===== config.mk =====
export PLATFORM = sky130hd
export DESIGN_NAME = ysyx_25030085_mem_arbiter_flat
export DESIGN_NICKNAME = d
export VERILOG_FILES = /design/src/rtl/ysyx_25030085_mem_arbiter_if.sv /design/src/rtl/ysyx_25030085_mem_arbiter.sv /design/src/flat_wrapper.sv
export SDC_FILE = /design/constraint.sdc
export NUM_CORES = 1
export LEC_CHECK = 0
export CAP_MARGIN = 0
export CORE_ASPECT_RATIO = 0.6
export CORE_MARGIN = 2
export CORE_UTILIZATION = 43
export CTS_BUF_LIST = sky130_fd_sc_hd__clkbuf_16
export DETAILED_ROUTE_END_ITERATION = 7
export MAX_ROUTING_LAYER = met4
export PLACE_DENSITY = 0.9
export SETUP_SLACK_MARGIN = 0.02
export SLEW_MARGIN = 20
export SYNTH_ARGS = -nofsm -noshare
export SYNTH_HDL_FRONTEND = slang
export SYNTH_SLANG_ARGS = --single-unit
export TNS_END_PERCENT = 20

===== constraint.sdc =====
create_clock -name clk -period 2.1 [get_ports clk]
set_clock_uncertainty 0.15 [all_clocks]
set_input_delay 0.315 -clock clk [delete_from_list [all_inputs] [get_ports clk]]
set_output_delay 0.315 -clock clk [all_outputs]
set_load 0.05 [all_outputs]

===== src/rtl/ysyx_25030085_mem_arbiter_if.sv =====
// Bundle of IFU, LSU and memory-side signals around the memory arbiter.
// The master modport is the arbiter's view; slave is the surrounding core/bus.
interface ysyx_25030085_mem_arbiter_if;
  logic        ifu_req_valid;
  logic        ifu_req_ready;
  logic [31:0] ifu_addr;
  logic        ifu_resp_valid;
  logic [31:0] ifu_rdata;
  logic        ifu_resp_err;
  logic        lsu_req_valid;
  logic        lsu_req_ready;
  logic [31:0] lsu_addr;
  logic        lsu_wen;
  logic [31:0] lsu_wdata;
  logic [2:0]  lsu_memop;
  logic        lsu_resp_valid;
  logic [31:0] lsu_rdata;
  logic        lsu_resp_err;
  logic        mem_req_valid;
  logic        mem_req_ready;
  logic [31:0] mem_addr;
  logic        mem_wen;
  logic [31:0] mem_wdata;
  logic [3:0]  mem_wstrb;
  logic        mem_resp_valid;
  logic [31:0] mem_rdata;
  logic        mem_resp_err;

  modport master (
    input  ifu_req_valid, ifu_addr,
    output ifu_req_ready, ifu_resp_valid, ifu_rdata, ifu_resp_err,
    input  lsu_req_valid, lsu_addr, lsu_wen, lsu_wdata, lsu_memop,
    output lsu_req_ready, lsu_resp_valid, lsu_rdata, lsu_resp_err,
    output mem_req_valid, mem_addr, mem_wen, mem_wdata, mem_wstrb,
    input  mem_req_ready, mem_resp_valid, mem_rdata, mem_resp_err
  );

  modport slave (
    output ifu_req_valid, ifu_addr,
    input  ifu_req_ready, ifu_resp_valid, ifu_rdata, ifu_resp_err,
    output lsu_req_valid, lsu_addr, lsu_wen, lsu_wdata, lsu_memop,
    input  lsu_req_ready, lsu_resp_valid, lsu_rdata, lsu_resp_err,
    input  mem_req_valid, mem_addr, mem_wen, mem_wdata, mem_wstrb,
    output mem_req_ready, mem_resp_valid, mem_rdata, mem_resp_err
  );
endinterface


===== src/rtl/ysyx_25030085_mem_arbiter.sv =====
// Round-robin IFU/LSU arbiter onto one memory port, one access in flight.
// Formats store lanes, rejects misaligned/illegal ops, times out slow memory.
module ysyx_25030085_mem_arbiter #(
  parameter int unsigned TIMEOUT = 255
) (
  input logic clk,
  input logic rst_n,
  ysyx_25030085_mem_arbiter_if.master bus
);
  typedef enum logic [1:0] {IDLE, REQ, WAIT, RESP} state_t;

  state_t      st_q, st_d;
  logic        last_q, own_q, wen_q, err_q;
  logic [1:0]  mop_q;
  logic [7:0]  cnt_q;
  logic [31:0] addr_q, wdata_q, rdata_q;
  logic        idle, ifu_win, lsu_win, acc, sel;
  logic        bad, lsu_bad, to_hit, resp;
  logic [3:0]  strb;
  logic [31:0] wfmt;

  // owner / last_owner: 1 = LSU, 0 = IFU
  assign idle    = st_q == IDLE;
  assign ifu_win = bus.ifu_req_valid & (~bus.lsu_req_valid | last_q);
  assign lsu_win = bus.lsu_req_valid & (~bus.ifu_req_valid | ~last_q);
  assign bus.ifu_req_ready = idle & ifu_win;
  assign bus.lsu_req_ready = idle & lsu_win;
  assign acc    = bus.ifu_req_ready | bus.lsu_req_ready;
  assign sel    = bus.lsu_req_ready;
  assign to_hit = cnt_q == 8'(TIMEOUT - 1);

  always_comb begin
    lsu_bad = 1'b1;
    unique case (bus.lsu_memop)
      3'b000:  lsu_bad = 1'b0;
      3'b001:  lsu_bad = bus.lsu_addr[0];
      3'b010:  lsu_bad = |bus.lsu_addr[1:0];
      3'b100:  lsu_bad = bus.lsu_wen;
      3'b101:  lsu_bad = bus.lsu_wen | bus.lsu_addr[0];
      default: lsu_bad = 1'b1;
    endcase
  end

  assign bad = sel ? lsu_bad : |bus.ifu_addr[1:0];

  always_comb begin
    strb = 4'b1111;
    wfmt = wdata_q;
    unique case (mop_q)
      2'b00: begin
        strb = 4'b0001 << addr_q[1:0];
        wfmt = {4{wdata_q[7:0]}};
      end
      2'b01: begin
        strb = 4'b0011 << addr_q[1:0];
        wfmt = {2{wdata_q[15:0]}};
      end
      default: ;
    endcase
  end

  always_comb begin
    st_d = st_q;
    unique case (st_q)
      IDLE: if (acc) st_d = bad ? RESP : REQ;
      REQ:  if (bus.mem_req_ready) st_d = WAIT;
      WAIT: if (bus.mem_resp_valid || to_hit) st_d = RESP;
      RESP: st_d = IDLE;
      default: st_d = IDLE;
    endcase
  end

  always_ff @(posedge clk or negedge rst_n) begin
    if (!rst_n) begin
      st_q    <= IDLE;
      last_q  <= 1'b1;
      own_q   <= 1'b0;
      wen_q   <= 1'b0;
      err_q   <= 1'b0;
      mop_q   <= 2'b10;
      cnt_q   <= '0;
      addr_q  <= '0;
      wdata_q <= '0;
      rdata_q <= '0;
    end else begin
      st_q <= st_d;
      unique case (st_q)
        IDLE: if (acc) begin
          own_q   <= sel;
          last_q  <= sel;
          addr_q  <= sel ? bus.lsu_addr : bus.ifu_addr;
          wen_q   <= sel & bus.lsu_wen;
          wdata_q <= sel ? bus.lsu_wdata : 32'h0;
          mop_q   <= sel ? bus.lsu_memop[1:0] : 2'b10;
          err_q   <= bad;
          rdata_q <= '0;
        end
        REQ: if (bus.mem_req_ready) cnt_q <= '0;
        WAIT: begin
          if (bus.mem_resp_valid) begin
            rdata_q <= bus.mem_rdata;
            err_q   <= bus.mem_resp_err;
          end else if (to_hit) begin
            rdata_q <= '0;
            err_q   <= 1'b1;
          end else begin
            cnt_q <= cnt_q + 8'd1;
          end
        end
        default: ;
      endcase
    end
  end

  assign bus.mem_req_valid = st_q == REQ;
  assign bus.mem_addr  = {addr_q[31:2], 2'b00};
  assign bus.mem_wen   = wen_q;
  assign bus.mem_wdata = wfmt;
  assign bus.mem_wstrb = wen_q ? strb : 4'b0000;

  assign resp = st_q == RESP;
  assign bus.ifu_resp_valid = resp & ~own_q;
  assign bus.lsu_resp_valid = resp & own_q;
  assign bus.ifu_rdata    = bus.ifu_resp_valid ? rdata_q : 32'h0;
  assign bus.lsu_rdata    = bus.lsu_resp_valid ? rdata_q : 32'h0;
  assign bus.ifu_resp_err = bus.ifu_resp_valid & err_q;
  assign bus.lsu_resp_err = bus.lsu_resp_valid & err_q;
endmodule


===== src/flat_wrapper.sv =====
// flat-port wrapper written by rule: the top's interface ports become plain ports
module ysyx_25030085_mem_arbiter_flat 
#(
  parameter int unsigned TIMEOUT = 255
)
  (clk, rst_n, bus_ifu_req_valid, bus_ifu_addr, bus_ifu_req_ready, bus_ifu_resp_valid, bus_ifu_rdata, bus_ifu_resp_err, bus_lsu_req_valid, bus_lsu_addr, bus_lsu_wen, bus_lsu_wdata, bus_lsu_memop, bus_lsu_req_ready, bus_lsu_resp_valid, bus_lsu_rdata, bus_lsu_resp_err, bus_mem_req_valid, bus_mem_addr, bus_mem_wen, bus_mem_wdata, bus_mem_wstrb, bus_mem_req_ready, bus_mem_resp_valid, bus_mem_rdata, bus_mem_resp_err);
  ysyx_25030085_mem_arbiter_if bus_i ();
  input logic clk;
  input logic rst_n;
  input wire logic [$bits(bus_i.ifu_req_valid)-1:0] bus_ifu_req_valid;
  input wire logic [$bits(bus_i.ifu_addr)-1:0] bus_ifu_addr;
  output wire logic [$bits(bus_i.ifu_req_ready)-1:0] bus_ifu_req_ready;
  output wire logic [$bits(bus_i.ifu_resp_valid)-1:0] bus_ifu_resp_valid;
  output wire logic [$bits(bus_i.ifu_rdata)-1:0] bus_ifu_rdata;
  output wire logic [$bits(bus_i.ifu_resp_err)-1:0] bus_ifu_resp_err;
  input wire logic [$bits(bus_i.lsu_req_valid)-1:0] bus_lsu_req_valid;
  input wire logic [$bits(bus_i.lsu_addr)-1:0] bus_lsu_addr;
  input wire logic [$bits(bus_i.lsu_wen)-1:0] bus_lsu_wen;
  input wire logic [$bits(bus_i.lsu_wdata)-1:0] bus_lsu_wdata;
  input wire logic [$bits(bus_i.lsu_memop)-1:0] bus_lsu_memop;
  output wire logic [$bits(bus_i.lsu_req_ready)-1:0] bus_lsu_req_ready;
  output wire logic [$bits(bus_i.lsu_resp_valid)-1:0] bus_lsu_resp_valid;
  output wire logic [$bits(bus_i.lsu_rdata)-1:0] bus_lsu_rdata;
  output wire logic [$bits(bus_i.lsu_resp_err)-1:0] bus_lsu_resp_err;
  output wire logic [$bits(bus_i.mem_req_valid)-1:0] bus_mem_req_valid;
  output wire logic [$bits(bus_i.mem_addr)-1:0] bus_mem_addr;
  output wire logic [$bits(bus_i.mem_wen)-1:0] bus_mem_wen;
  output wire logic [$bits(bus_i.mem_wdata)-1:0] bus_mem_wdata;
  output wire logic [$bits(bus_i.mem_wstrb)-1:0] bus_mem_wstrb;
  input wire logic [$bits(bus_i.mem_req_ready)-1:0] bus_mem_req_ready;
  input wire logic [$bits(bus_i.mem_resp_valid)-1:0] bus_mem_resp_valid;
  input wire logic [$bits(bus_i.mem_rdata)-1:0] bus_mem_rdata;
  input wire logic [$bits(bus_i.mem_resp_err)-1:0] bus_mem_resp_err;
  assign bus_i.ifu_req_valid = bus_ifu_req_valid;
  assign bus_i.ifu_addr = bus_ifu_addr;
  assign bus_ifu_req_ready = bus_i.ifu_req_ready;
  assign bus_ifu_resp_valid = bus_i.ifu_resp_valid;
  assign bus_ifu_rdata = bus_i.ifu_rdata;
  assign bus_ifu_resp_err = bus_i.ifu_resp_err;
  assign bus_i.lsu_req_valid = bus_lsu_req_valid;
  assign bus_i.lsu_addr = bus_lsu_addr;
  assign bus_i.lsu_wen = bus_lsu_wen;
  assign bus_i.lsu_wdata = bus_lsu_wdata;
  assign bus_i.lsu_memop = bus_lsu_memop;
  assign bus_lsu_req_ready = bus_i.lsu_req_ready;
  assign bus_lsu_resp_valid = bus_i.lsu_resp_valid;
  assign bus_lsu_rdata = bus_i.lsu_rdata;
  assign bus_lsu_resp_err = bus_i.lsu_resp_err;
  assign bus_mem_req_valid = bus_i.mem_req_valid;
  assign bus_mem_addr = bus_i.mem_addr;
  assign bus_mem_wen = bus_i.mem_wen;
  assign bus_mem_wdata = bus_i.mem_wdata;
  assign bus_mem_wstrb = bus_i.mem_wstrb;
  assign bus_i.mem_req_ready = bus_mem_req_ready;
  assign bus_i.mem_resp_valid = bus_mem_resp_valid;
  assign bus_i.mem_rdata = bus_mem_rdata;
  assign bus_i.mem_resp_err = bus_mem_resp_err;
  ysyx_25030085_mem_arbiter #(.TIMEOUT(TIMEOUT)) u_core (.clk(clk), .rst_n(rst_n), .bus(bus_i));
endmodule

After elaboration in Yosys (flattened, before gate mapping)
Index checks and enable logic that the tools add are counted.
Widths: inputs -> output; s select.
{"block": "op_classes", "shifts": 2, "n_bitwise": 17, "eq_ne": 15, "n_reduce_logical": 12, "muxes": 27, "n_addsub": 1}
{"op": "$mux 32", "n": 7}
{"op": "$pmux 32 s2", "n": 2}
{"op": "$mux 8", "n": 3}
{"op": "$pmux 8 s2", "n": 1}
{"op": "$mux 2", "n": 5}
{"op": "$and 1x1->1", "n": 9}
{"op": "$add 8x1->8 const B", "n": 1}
{"op": "$eq 8x8->1 const B", "n": 1}
{"op": "$pmux 2 s4", "n": 1}
{"op": "$pmux 4 s2", "n": 1}
{"op": "$eq 3x3->1 const B", "n": 2}
{"op": "$ne 2x2->1 const B", "n": 3}
{"op": "$reduce_and 3->1", "n": 2}
{"op": "$pmux 1 s5", "n": 1}
{"op": "$eq 2x1->1 const B", "n": 2}
{"op": "$eq 2x2->1 const B", "n": 2}
{"op": "$logic_not 2->1", "n": 2}
{"op": "$mux 1", "n": 4}
{"op": "$mux 4", "n": 1}
{"op": "$ne 2x1->1 const B", "n": 2}
{"op": "$not 1->1", "n": 4}
{"op": "$or 1x1->1", "n": 4}
{"op": "$reduce_and 4->1", "n": 1}
{"op": "$reduce_bool 2->1", "n": 2}
{"op": "other kinds (10)", "n": 11}
{"block": "totals", "wordCells": 84, "ff_bits": 112, "output_inout_bits": 140}

Longest topological paths before layout
Gate-level depths: netlist of the first run.
{"block": "logic_depth", "ltp_word": 8, "ltp_mapped": 9}

Worst setup path after synthesis of the first run
Ideal clock, no wire load.
{"block": "synth_timing", "kind": "reg2out", "start": "reg u_core.st_q[0]", "end": "out bus_ifu_rdata[22]", "t_required_ps": 1635, "t_arrival_ps": 2012, "setup_slack_ps": -377, "n_path_buf": 1, "path_stages_with_launch": 5, "path_cell_list": "dfrtp_1 ha_1 nor2b_1 clkbuf_1 and2_1"}
{"block": "synth_via", "elab_chain_cells": 3}
{"item": "start, declared", "line_no": "ysyx_25030085_mem_arbiter.sv:12", "source": "state_t st_q, st_d;"}
{"item": "start signal, assigned", "line_no": "ysyx_25030085_mem_arbiter.sv:86", "source": "st_q <= st_d;"}
{"item": "$eq 2x2->1", "line_no": "ysyx_25030085_mem_arbiter.sv:121", "source": "assign resp = st_q == RESP;"}
{"item": "$and 1x1->1", "line_no": "ysyx_25030085_mem_arbiter.sv:122", "source": "assign bus.ifu_resp_valid = resp & ~own_q;"}
{"item": "named net bus_ifu_resp_valid", "line_no": "flat_wrapper.sv:13", "source": "output wire logic [$bits(bus_i.ifu_resp_valid)-1:0] bus_ifu_resp_valid;"}
{"item": "$mux 32", "line_no": "ysyx_25030085_mem_arbiter.sv:124", "source": "assign bus.ifu_rdata = bus.ifu_resp_valid ? rdata_q : 32'h0;"}
{"item": "end, declared", "line_no": "flat_wrapper.sv:14", "source": "output wire logic [$bits(bus_i.ifu_rdata)-1:0] bus_ifu_rdata;"}
The timed path passes the listed nets, and every way through them passes these cells.

Worst setup path after layout of the first run
{"block": "layout_timing", "start": "reg u_core.st_q[0]", "end": "out bus_ifu_rdata[18]"}
{"block": "layout_via", "elab_chain_cells": 3}
{"item": "$eq 2x2->1", "line_no": "ysyx_25030085_mem_arbiter.sv:121"}
{"item": "$and 1x1->1", "line_no": "ysyx_25030085_mem_arbiter.sv:122"}
{"item": "$mux 32", "line_no": "ysyx_25030085_mem_arbiter.sv:124"}
No other way between the ends.

==> results of run 1 <==
## layout by cell type, fill, tap and decap left out, types with 3 or more instances in the layout
cell / n
buf_4: 35
buf_8: 7
a211o_1: 3
nand3_1: 39
a31oi_1: 33
mux2i_1: 9
inv_1: 9
mux2_4: 6
buf_6: 17
o21ai_2: 28
o21a_1: 4
nand2_1: 77
ha_1: 4
and2_4: 34
dlygate4sd2_1: 5
o21ai_1: 13
nor2b_1: 3
dfrtp_1: 108
o21ai_0: 38
and3_1: 33
a21oi_1: 6
nor4_1: 4
nor2_1: 38
a22o_1: 34
clkdlybuf4s50_1: 167
clkbuf_16: 10
inv_6: 4
buf_12: 92
mux2_2: 11
## flip-flops by register name, summed over array words and instances, names as in the netlist, 2 cells and up
name and count:
u_core.rdata_q 32, u_core.cnt_q 8, u_core.wdata_q 32, u_core.mop_q 2, u_core.st_q 2, u_core.addr_q 32
## path summary, 6_finish.rpt
| kind | startpoint | to | slack [ns] | cells after the start |
|---|---|---|---|---|
| max | u_core.st_q[0] | bus_ifu_rdata[18] | -0.08 | 6 |
| min | u_core.wdata_q[25] | u_core.wdata_q[25] | 0.35 | 1 |
| max reg2reg | u_core.st_q[0] | u_core.rdata_q[3] | 0.06 | 7 |
| min reg2reg | u_core.wdata_q[25] | u_core.wdata_q[25] | 0.35 | 1 |
| max in group asynchronous | rst_n | u_core.mop_q[0] | 0.89 | 3 |
| min in group asynchronous | rst_n | u_core.wdata_q[22] | 0.43 | 3 |
## critical path, stage by stage, from the launching register on
cell	delay, ns
dfrtp_1	0.46
ha_4	0.17
nor2b_4	0.15
buf_12	0.14
buf_6	0.15
and2_4	0.17
buf_12	0.13
## where the power goes
| group | internal (mW) | switching (mW) | total [mW] |
|---|---|---|---|
| clock network | 0.943 | 0.826 | 1.77 |
| logic | 4.29 | 6.26 | 10.6 |
| registers | 3.13 | 0.796 | 3.93 |
## cell families (layout without fill, tap and decap cells)
family | after synthesis | after routing | share of synthesized area (%)
adders and majority gates | 6 | 6 | 1.203
muxes | 28 | 28 | 4.834
AOI/OAI and AO/OA | 180 | 180 | 20.34
DFF | 112 | 112 | 44.97
and+or+nand+nor | 241 | 241 | 18.79
other | 1 | 2 | 0.06011
buffers and inverters | 107 | 354 | 9.807
## layout make-up
type	instances	area share (%)
flip-flops and latches	112	26.57
inverters	12	0.4735
multi-input cells	457	28.37
clock inverters	7	0.7221
repair buffers	326	39.40
clock buffers	9	2.131
well taps	198	2.344
## what timing repair did
item	4_1_cts	5_1_grt
pin swaps	9	8
setup endpoints to repair	92	117
gates cloned	1	2
gates resized for setup	51	50
hold buffers	1	0
setup buffers	1	7
endpoints found under the hold margin	110	0
## per-layer routing
layer	routed length, um	vias to the layer above	GRT usage [%]
li1	-	2825	-
met1	8762	2982	34.33
met2	10500	286	44.16
met3	1509	29	5.805
met4	301	0	5.664
met5	0	-	-
## stage by stage
| stage | setup slack [ns] | cells | hold WS, ns | util [%] |
|---|---|---|---|---|
| final | -0.07719 | 1121 | 0.3547 | 73.72 |
| after global routing | -0.1235 | 1121 | 0.3804 | 73.72 |
| after CTS | -0.08596 | 1113 | 0.3550 | 72.15 |
| after detailed placement | -0.01804 | 1094 | 0.2996 | 68.89 |
| after global placement | 0.1257 | 1094 | 0.2934 | 68.89 |
| after floorplan | -0.06144 | 676 | -0.1306 | - |
==> impl_metrics.xml, run 1 <==
<?xml version="1.0" encoding="UTF-8"?>
<metrics>
  <group name="layout">
    <metric name="fillers" unit="">994</metric>
    <metric name="nets" unit="">1063</metric>
    <metric name="final_non_filler_cell_area" unit="um2">10570</metric>
    <metric name="area_of_combinational_cells_with_multiple_inputs" unit="um2">2998</metric>
    <metric name="areaGrowthSynthToFinish" unit="%">69.41</metric>
    <metric name="sequential_cell_area" unit="um2">2808</metric>
    <metric name="final_layout_size_suffix_gt1_share" unit="%">29.04</metric>
    <metric name="antennaDiodeCount" unit="">0</metric>
  </group>
  <group name="timing">
    <metric name="setup-violations-final" unit="">69</metric>
    <metric name="rsz0062_at_grt" unit="">true</metric>
    <metric name="fmax" unit="MHz">459.3</metric>
    <metric name="fin_ws" unit="ns">-0.07719</metric>
    <metric name="fin_crit_sh" unit="%">103.7</metric>
    <metric name="finalCriticalPeriod" unit="ns">2.177</metric>
    <metric name="number_of_hold_violations_in_the_final_report" unit="">0</metric>
    <metric name="worstMarginPinSlew" unit="ns">0.6159</metric>
    <metric name="slew_headroom" unit="%">58.94</metric>
    <metric name="final_max_slew_viol_count" unit="">0</metric>
    <metric name="totalNegativeSetupSlack" unit="ns">-2.810</metric>
  </group>
  <group name="setup_path">
    <metric name="timing.critical_path.required" unit="ns">1.63</metric>
    <metric name="worst_ep_arrival_time" unit="ns">1.71</metric>
    <metric name="nature_of_the_critical_path_startpoint" unit="">flop</metric>
    <metric name="crit_path_max_fanout" unit="">8</metric>
    <metric name="worst_setup_ep_type" unit="">output pin</metric>
    <metric name="crit_type" unit="">reg -&gt; out</metric>
  </group>
  <group name="die">
    <metric name="start_util" unit="%">43.52</metric>
    <metric name="die-height" unit="um">97.30</metric>
    <metric name="ios" unit="">279</metric>
    <metric name="std_cell_rows" unit="">34</metric>
    <metric name="die_width" unit="um">159.5</metric>
    <metric name="core-area" unit="um2">14340</metric>
    <metric name="die_area" unit="um2">15520</metric>
  </group>
  <group name="synthesis">
    <metric name="synthArstFlopShare" unit="%">100.0</metric>
    <metric name="synthCells" unit="">675</metric>
    <metric name="netlist.top_cell.by_area" unit="">dfrtp_1</metric>
    <metric name="synth.cells.most_frequent" unit="">dfrtp_1, nand2_1, o21ai_0</metric>
    <metric name="synth-edff-count" unit="">0</metric>
    <metric name="synth_top_area_share" unit="%">44.12</metric>
    <metric name="synthesis.area" unit="um2">6238</metric>
    <metric name="synth.avg_cell_area" unit="um2">9.242</metric>
    <metric name="ys_seq_elements" unit="">112</metric>
    <metric name="post-synth-top-count-cell" unit="">dfrtp_1</metric>
    <metric name="synthFlopType" unit="">dfrtp_1</metric>
    <metric name="synth.distinct_cells" unit="">50</metric>
    <metric name="seq_area_frac_synth" unit="%">44.97</metric>
    <metric name="synth.yosys.warnings" unit="">0</metric>
    <metric name="synth_area_leaders" unit="">dfrtp_1, buf_4, a22o_1</metric>
  </group>
  <group name="route">
    <metric name="dr_total_vias" unit="">6122</metric>
    <metric name="wire_length_reported_by_the_detailed_router" unit="um">21070</metric>
    <metric name="number_of_design_rule_violations_left_by_the_first_detailed_router_iteration" unit="">485</metric>
    <metric name="drt-vias-per-instance" unit="">5.461</metric>
    <metric name="wl_per_cell" unit="um">18.80</metric>
    <metric name="ant_nets" unit="">0</metric>
    <metric name="detail_route.drc_violations" unit="">0</metric>
    <metric name="drtPass1Iterations" unit="">5</metric>
  </group>
  <group name="clocking">
    <metric name="tritoncts" unit="">done</metric>
    <metric name="clockBufferDepth" unit="">2</metric>
    <metric name="number_of_buffers_added_by_the_clock_tree_synthesis_step" unit="">9</metric>
    <metric name="tritoncts_num_sinks" unit="">112</metric>
    <metric name="clkTransAtPathRegs" unit="ns">0.08</metric>
    <metric name="clk-insertion-delay-late" unit="ns">0.34</metric>
    <metric name="htree_num_levels" unit="">3</metric>
    <metric name="root_buffer" unit="">clkbuf_16</metric>
  </group>
  <group name="placement">
    <metric name="port_buffers" unit="">276</metric>
    <metric name="finalWeightedCongestion" unit="">0.9262</metric>
    <metric name="detailed_place.area" unit="um2">9876</metric>
    <metric name="dpl.hpwl" unit="um">14880</metric>
  </group>
  <group name="pwr">
    <metric name="peakVddDrop" unit="V">0.001268</metric>
    <metric name="power_leakage" unit="nW">4.667</metric>
    <metric name="total_power" unit="mW">16.25</metric>
    <metric name="power.density" unit="nW/um2">1537</metric>
  </group>
  <group name="global_route">
    <metric name="grtUsageTotal" unit="%">26.81</metric>
    <metric name="grt_overflow_total" unit="">0</metric>
    <metric name="vias_in_the_first_global_route" unit="">6091</metric>
    <metric name="initial_antenna_violation_count" unit="">0</metric>
    <metric name="pin_count_of_the_biggest_net_entering_global_routing" unit="">113</metric>
    <metric name="grt_first_pass_wirelength" unit="um">32690</metric>
  </group>
  <group name="job">
    <metric name="timing.max_cap.violations" unit="">0</metric>
  </group>
  <group name="worst_hold_path">
    <metric name="min_path_type" unit="">reg -&gt; reg</metric>
  </group>
  <group name="run_status">
    <metric name="failing_checks" unit="">setup timing</metric>
    <metric name="status" unit="">finished, violations left</metric>
  </group>
</metrics>
Power figures use the tool's default switching activity.
==> run 2, diff against run 1 <==
Settings changed: PLACE_DENSITY 0.9 to 0.81.
==> impl_metrics.xml, run 2 (synthesis results as in run 1) <==
<?xml version="1.0" encoding="UTF-8"?>
<metrics>
  <group name="run_status">
    <metric name="status" unit="">finished, violations left</metric>
    <metric name="failing_checks" unit="">setup timing</metric>
  </group>
  <group name="worst_hold_path">
    <metric name="min_path_type" unit="">in -&gt; async</metric>
  </group>
  <group name="timing">
    <metric name="fin_ws" unit="ns">-0.04233</metric>
    <metric name="setup-violations-final" unit="">10</metric>
    <metric name="final_max_slew_viol_count" unit="">0</metric>
    <metric name="fmax" unit="MHz">466.8</metric>
    <metric name="slew_headroom" unit="%">63.51</metric>
    <metric name="worstMarginPinSlew" unit="ns">0.5456</metric>
    <metric name="rsz0062_at_grt" unit="">true</metric>
    <metric name="number_of_hold_violations_in_the_final_report" unit="">0</metric>
    <metric name="finalCriticalPeriod" unit="ns">2.142</metric>
    <metric name="fin_crit_sh" unit="%">102.0</metric>
  </group>
  <group name="global_route">
    <metric name="pin_count_of_the_biggest_net_entering_global_routing" unit="">62</metric>
    <metric name="initial_antenna_violation_count" unit="">0</metric>
    <metric name="vias_in_the_first_global_route" unit="">6060</metric>
    <metric name="grt_overflow_total" unit="">0</metric>
    <metric name="grt_first_pass_wirelength" unit="um">33550</metric>
    <metric name="grtUsageTotal" unit="%">27.90</metric>
  </group>
  <group name="placement">
    <metric name="place_ws" unit="ns">0.01328</metric>
    <metric name="detailed_place.area" unit="um2">9888</metric>
    <metric name="dpl.hpwl" unit="um">15130</metric>
    <metric name="placedCellCount" unit="">1094</metric>
    <metric name="finalWeightedCongestion" unit="">0.9232</metric>
    <metric name="port_buffers" unit="">276</metric>
  </group>
  <group name="die">
    <metric name="std_cell_rows" unit="">34</metric>
    <metric name="die-height" unit="um">97.30</metric>
    <metric name="ios" unit="">279</metric>
    <metric name="die_width" unit="um">159.5</metric>
    <metric name="start_util" unit="%">43.52</metric>
    <metric name="die_area" unit="um2">15520</metric>
    <metric name="core-area" unit="um2">14340</metric>
  </group>
  <group name="pwr">
    <metric name="peakVddDrop" unit="V">0.001090</metric>
    <metric name="power.density" unit="nW/um2">1530</metric>
    <metric name="power_leakage" unit="nW">4.697</metric>
    <metric name="total_power" unit="mW">16.65</metric>
  </group>
  <group name="layout">
    <metric name="reg.largest.list" unit="">u_core.addr_q: 32 flops, u_core.rdata_q: 32 flops, u_core.wdata_q: 32 flops</metric>
    <metric name="final_cells" unit="">1131</metric>
    <metric name="areaGrowthSynthToFinish" unit="%">74.45</metric>
    <metric name="final_layout_size_suffix_gt1_share" unit="%">33.98</metric>
    <metric name="nets" unit="">1073</metric>
    <metric name="final_non_filler_cell_area" unit="um2">10880</metric>
    <metric name="layout.core_utilization" unit="%">75.91</metric>
    <metric name="antennaDiodeCount" unit="">0</metric>
    <metric name="most-common-layout-cells" unit="">clkdlybuf4s50_1, dfrtp_1, buf_12</metric>
    <metric name="layout.cells.most_common" unit="">clkdlybuf4s50_1</metric>
  </group>
  <group name="route">
    <metric name="drt-vias-per-instance" unit="">5.416</metric>
    <metric name="number_of_design_rule_violations_left_by_the_first_detailed_router_iteration" unit="">360</metric>
    <metric name="ant_nets" unit="">0</metric>
    <metric name="detail_route.drc_violations" unit="">0</metric>
    <metric name="wire_length_reported_by_the_detailed_router" unit="um">21360</metric>
    <metric name="dr_total_vias" unit="">6125</metric>
    <metric name="wl_per_cell" unit="um">18.89</metric>
    <metric name="drtPass1Iterations" unit="">5</metric>
  </group>
  <group name="clocking">
    <metric name="htree_num_levels" unit="">3</metric>
    <metric name="clockBufferDepth" unit="">2</metric>
    <metric name="root_buffer" unit="">clkbuf_16</metric>
    <metric name="tritoncts_num_sinks" unit="">112</metric>
    <metric name="clkTransAtPathRegs" unit="ns">0.08</metric>
    <metric name="tritoncts" unit="">done</metric>
    <metric name="number_of_buffers_added_by_the_clock_tree_synthesis_step" unit="">9</metric>
    <metric name="clk-insertion-delay-late" unit="ns">0.35</metric>
  </group>
  <group name="setup_path">
    <metric name="r2r_end" unit="">u_core.addr_q[0]</metric>
    <metric name="crit_path_max_fanout" unit="">12</metric>
    <metric name="worst_ep_arrival_time" unit="ns">1.68</metric>
    <metric name="worst_setup_ep_type" unit="">output pin</metric>
    <metric name="crit_type" unit="">reg -&gt; out</metric>
    <metric name="timing.rr.start" unit="">u_core.st_q[0]</metric>
    <metric name="regToRegSetupSlack" unit="ns">0.08</metric>
    <metric name="rr_worst_depth" unit="">10</metric>
    <metric name="nature_of_the_critical_path_startpoint" unit="">flop</metric>
    <metric name="timing.critical_path.required" unit="ns">1.63</metric>
  </group>
  <group name="job">
    <metric name="timing.max_cap.violations" unit="">0</metric>
  </group>
</metrics>
run 2: critical path: stages, from the launching register on:
cell and delay, ns:
dfstp_2 0.63, buf_12 0.17, mux2_2 0.37, buf_6 0.16
run 2: per-layer routing:
| metal | part of all wire, % | vias up | wire (um) | GRT usage (%) |
|---|---|---|---|---|
| li1 | - | 2862 | - | - |
| met1 | 45 | 2999 | 9574 | 37.48 |
| met2 | 47 | 241 | 10040 | 43.72 |
| met3 | 6.7 | 23 | 1441 | 6.914 |
| met4 | 1.5 | 0 | 310 | 4.685 |
| met5 | 0 | - | 0 | - |
run 2: how the worst max path moves through the flow:
| stage | startpoint | end | slack (ns) | depth (start not counted) |
|---|---|---|---|---|
| after floorplan | u_core.mop_q[1] | bus_mem_wdata[24] | -0.06 | 4 |
| after global placement | bus_mem_resp_valid | u_core.cnt_q[7] | 0.05 | 6 |
| after detailed placement | bus_lsu_req_valid | bus_lsu_req_ready | 0.01 | 6 |
| after CTS | u_core.st_q[1] | bus_ifu_resp_err | -0.07 | 6 |
| after global routing | u_core.mop_q[1] | bus_mem_wdata[21] | -0.08 | 3 |
| final | u_core.mop_q[1] | bus_mem_wdata[21] | -0.04 | 3 |
run 2: area by class of cell:
| type | count | area, um2 |
|---|---|---|
| fill | 979 | 3453 |
| clock inverter | 7 | 77.57 |
| inverter | 12 | 50.05 |
| sequential | 112 | 2806 |
| clock buffer | 9 | 225.2 |
| tap | 198 | 247.7 |
| timing repair buffer | 336 | 4288 |
| multi-input combinational | 457 | 3188 |
run 2: stage by stage:
step	hold WS [ns]	setup TNS (ns)
detailed placement	0.04696	0
CTS	0.2134	-1.593
global route	0.2181	-2.112
floorplan	-0.1306	-0.5883
finish	0.2083	-0.09259
global placement	0.04397	0
run 2: what timing repair did:
action / 4_1_cts / 5_1_grt
endpoints found under the hold margin: 90 / 0
endpoints found under the setup margin: 61 / 114
setup buffers: 9 / 10
resized for setup: 105 / 42
gates cloned: 3 / 0
hold buffers: 1 / 0
pin swaps: 9 / 13
run 2: power by group:
part	internal (mW)	switching, mW	leakage, nW
clock network	0.945	0.832	0.153
registers	3.13	0.831	1.41
logic	4.55	6.36	3.13
total	8.63	8.02	4.70
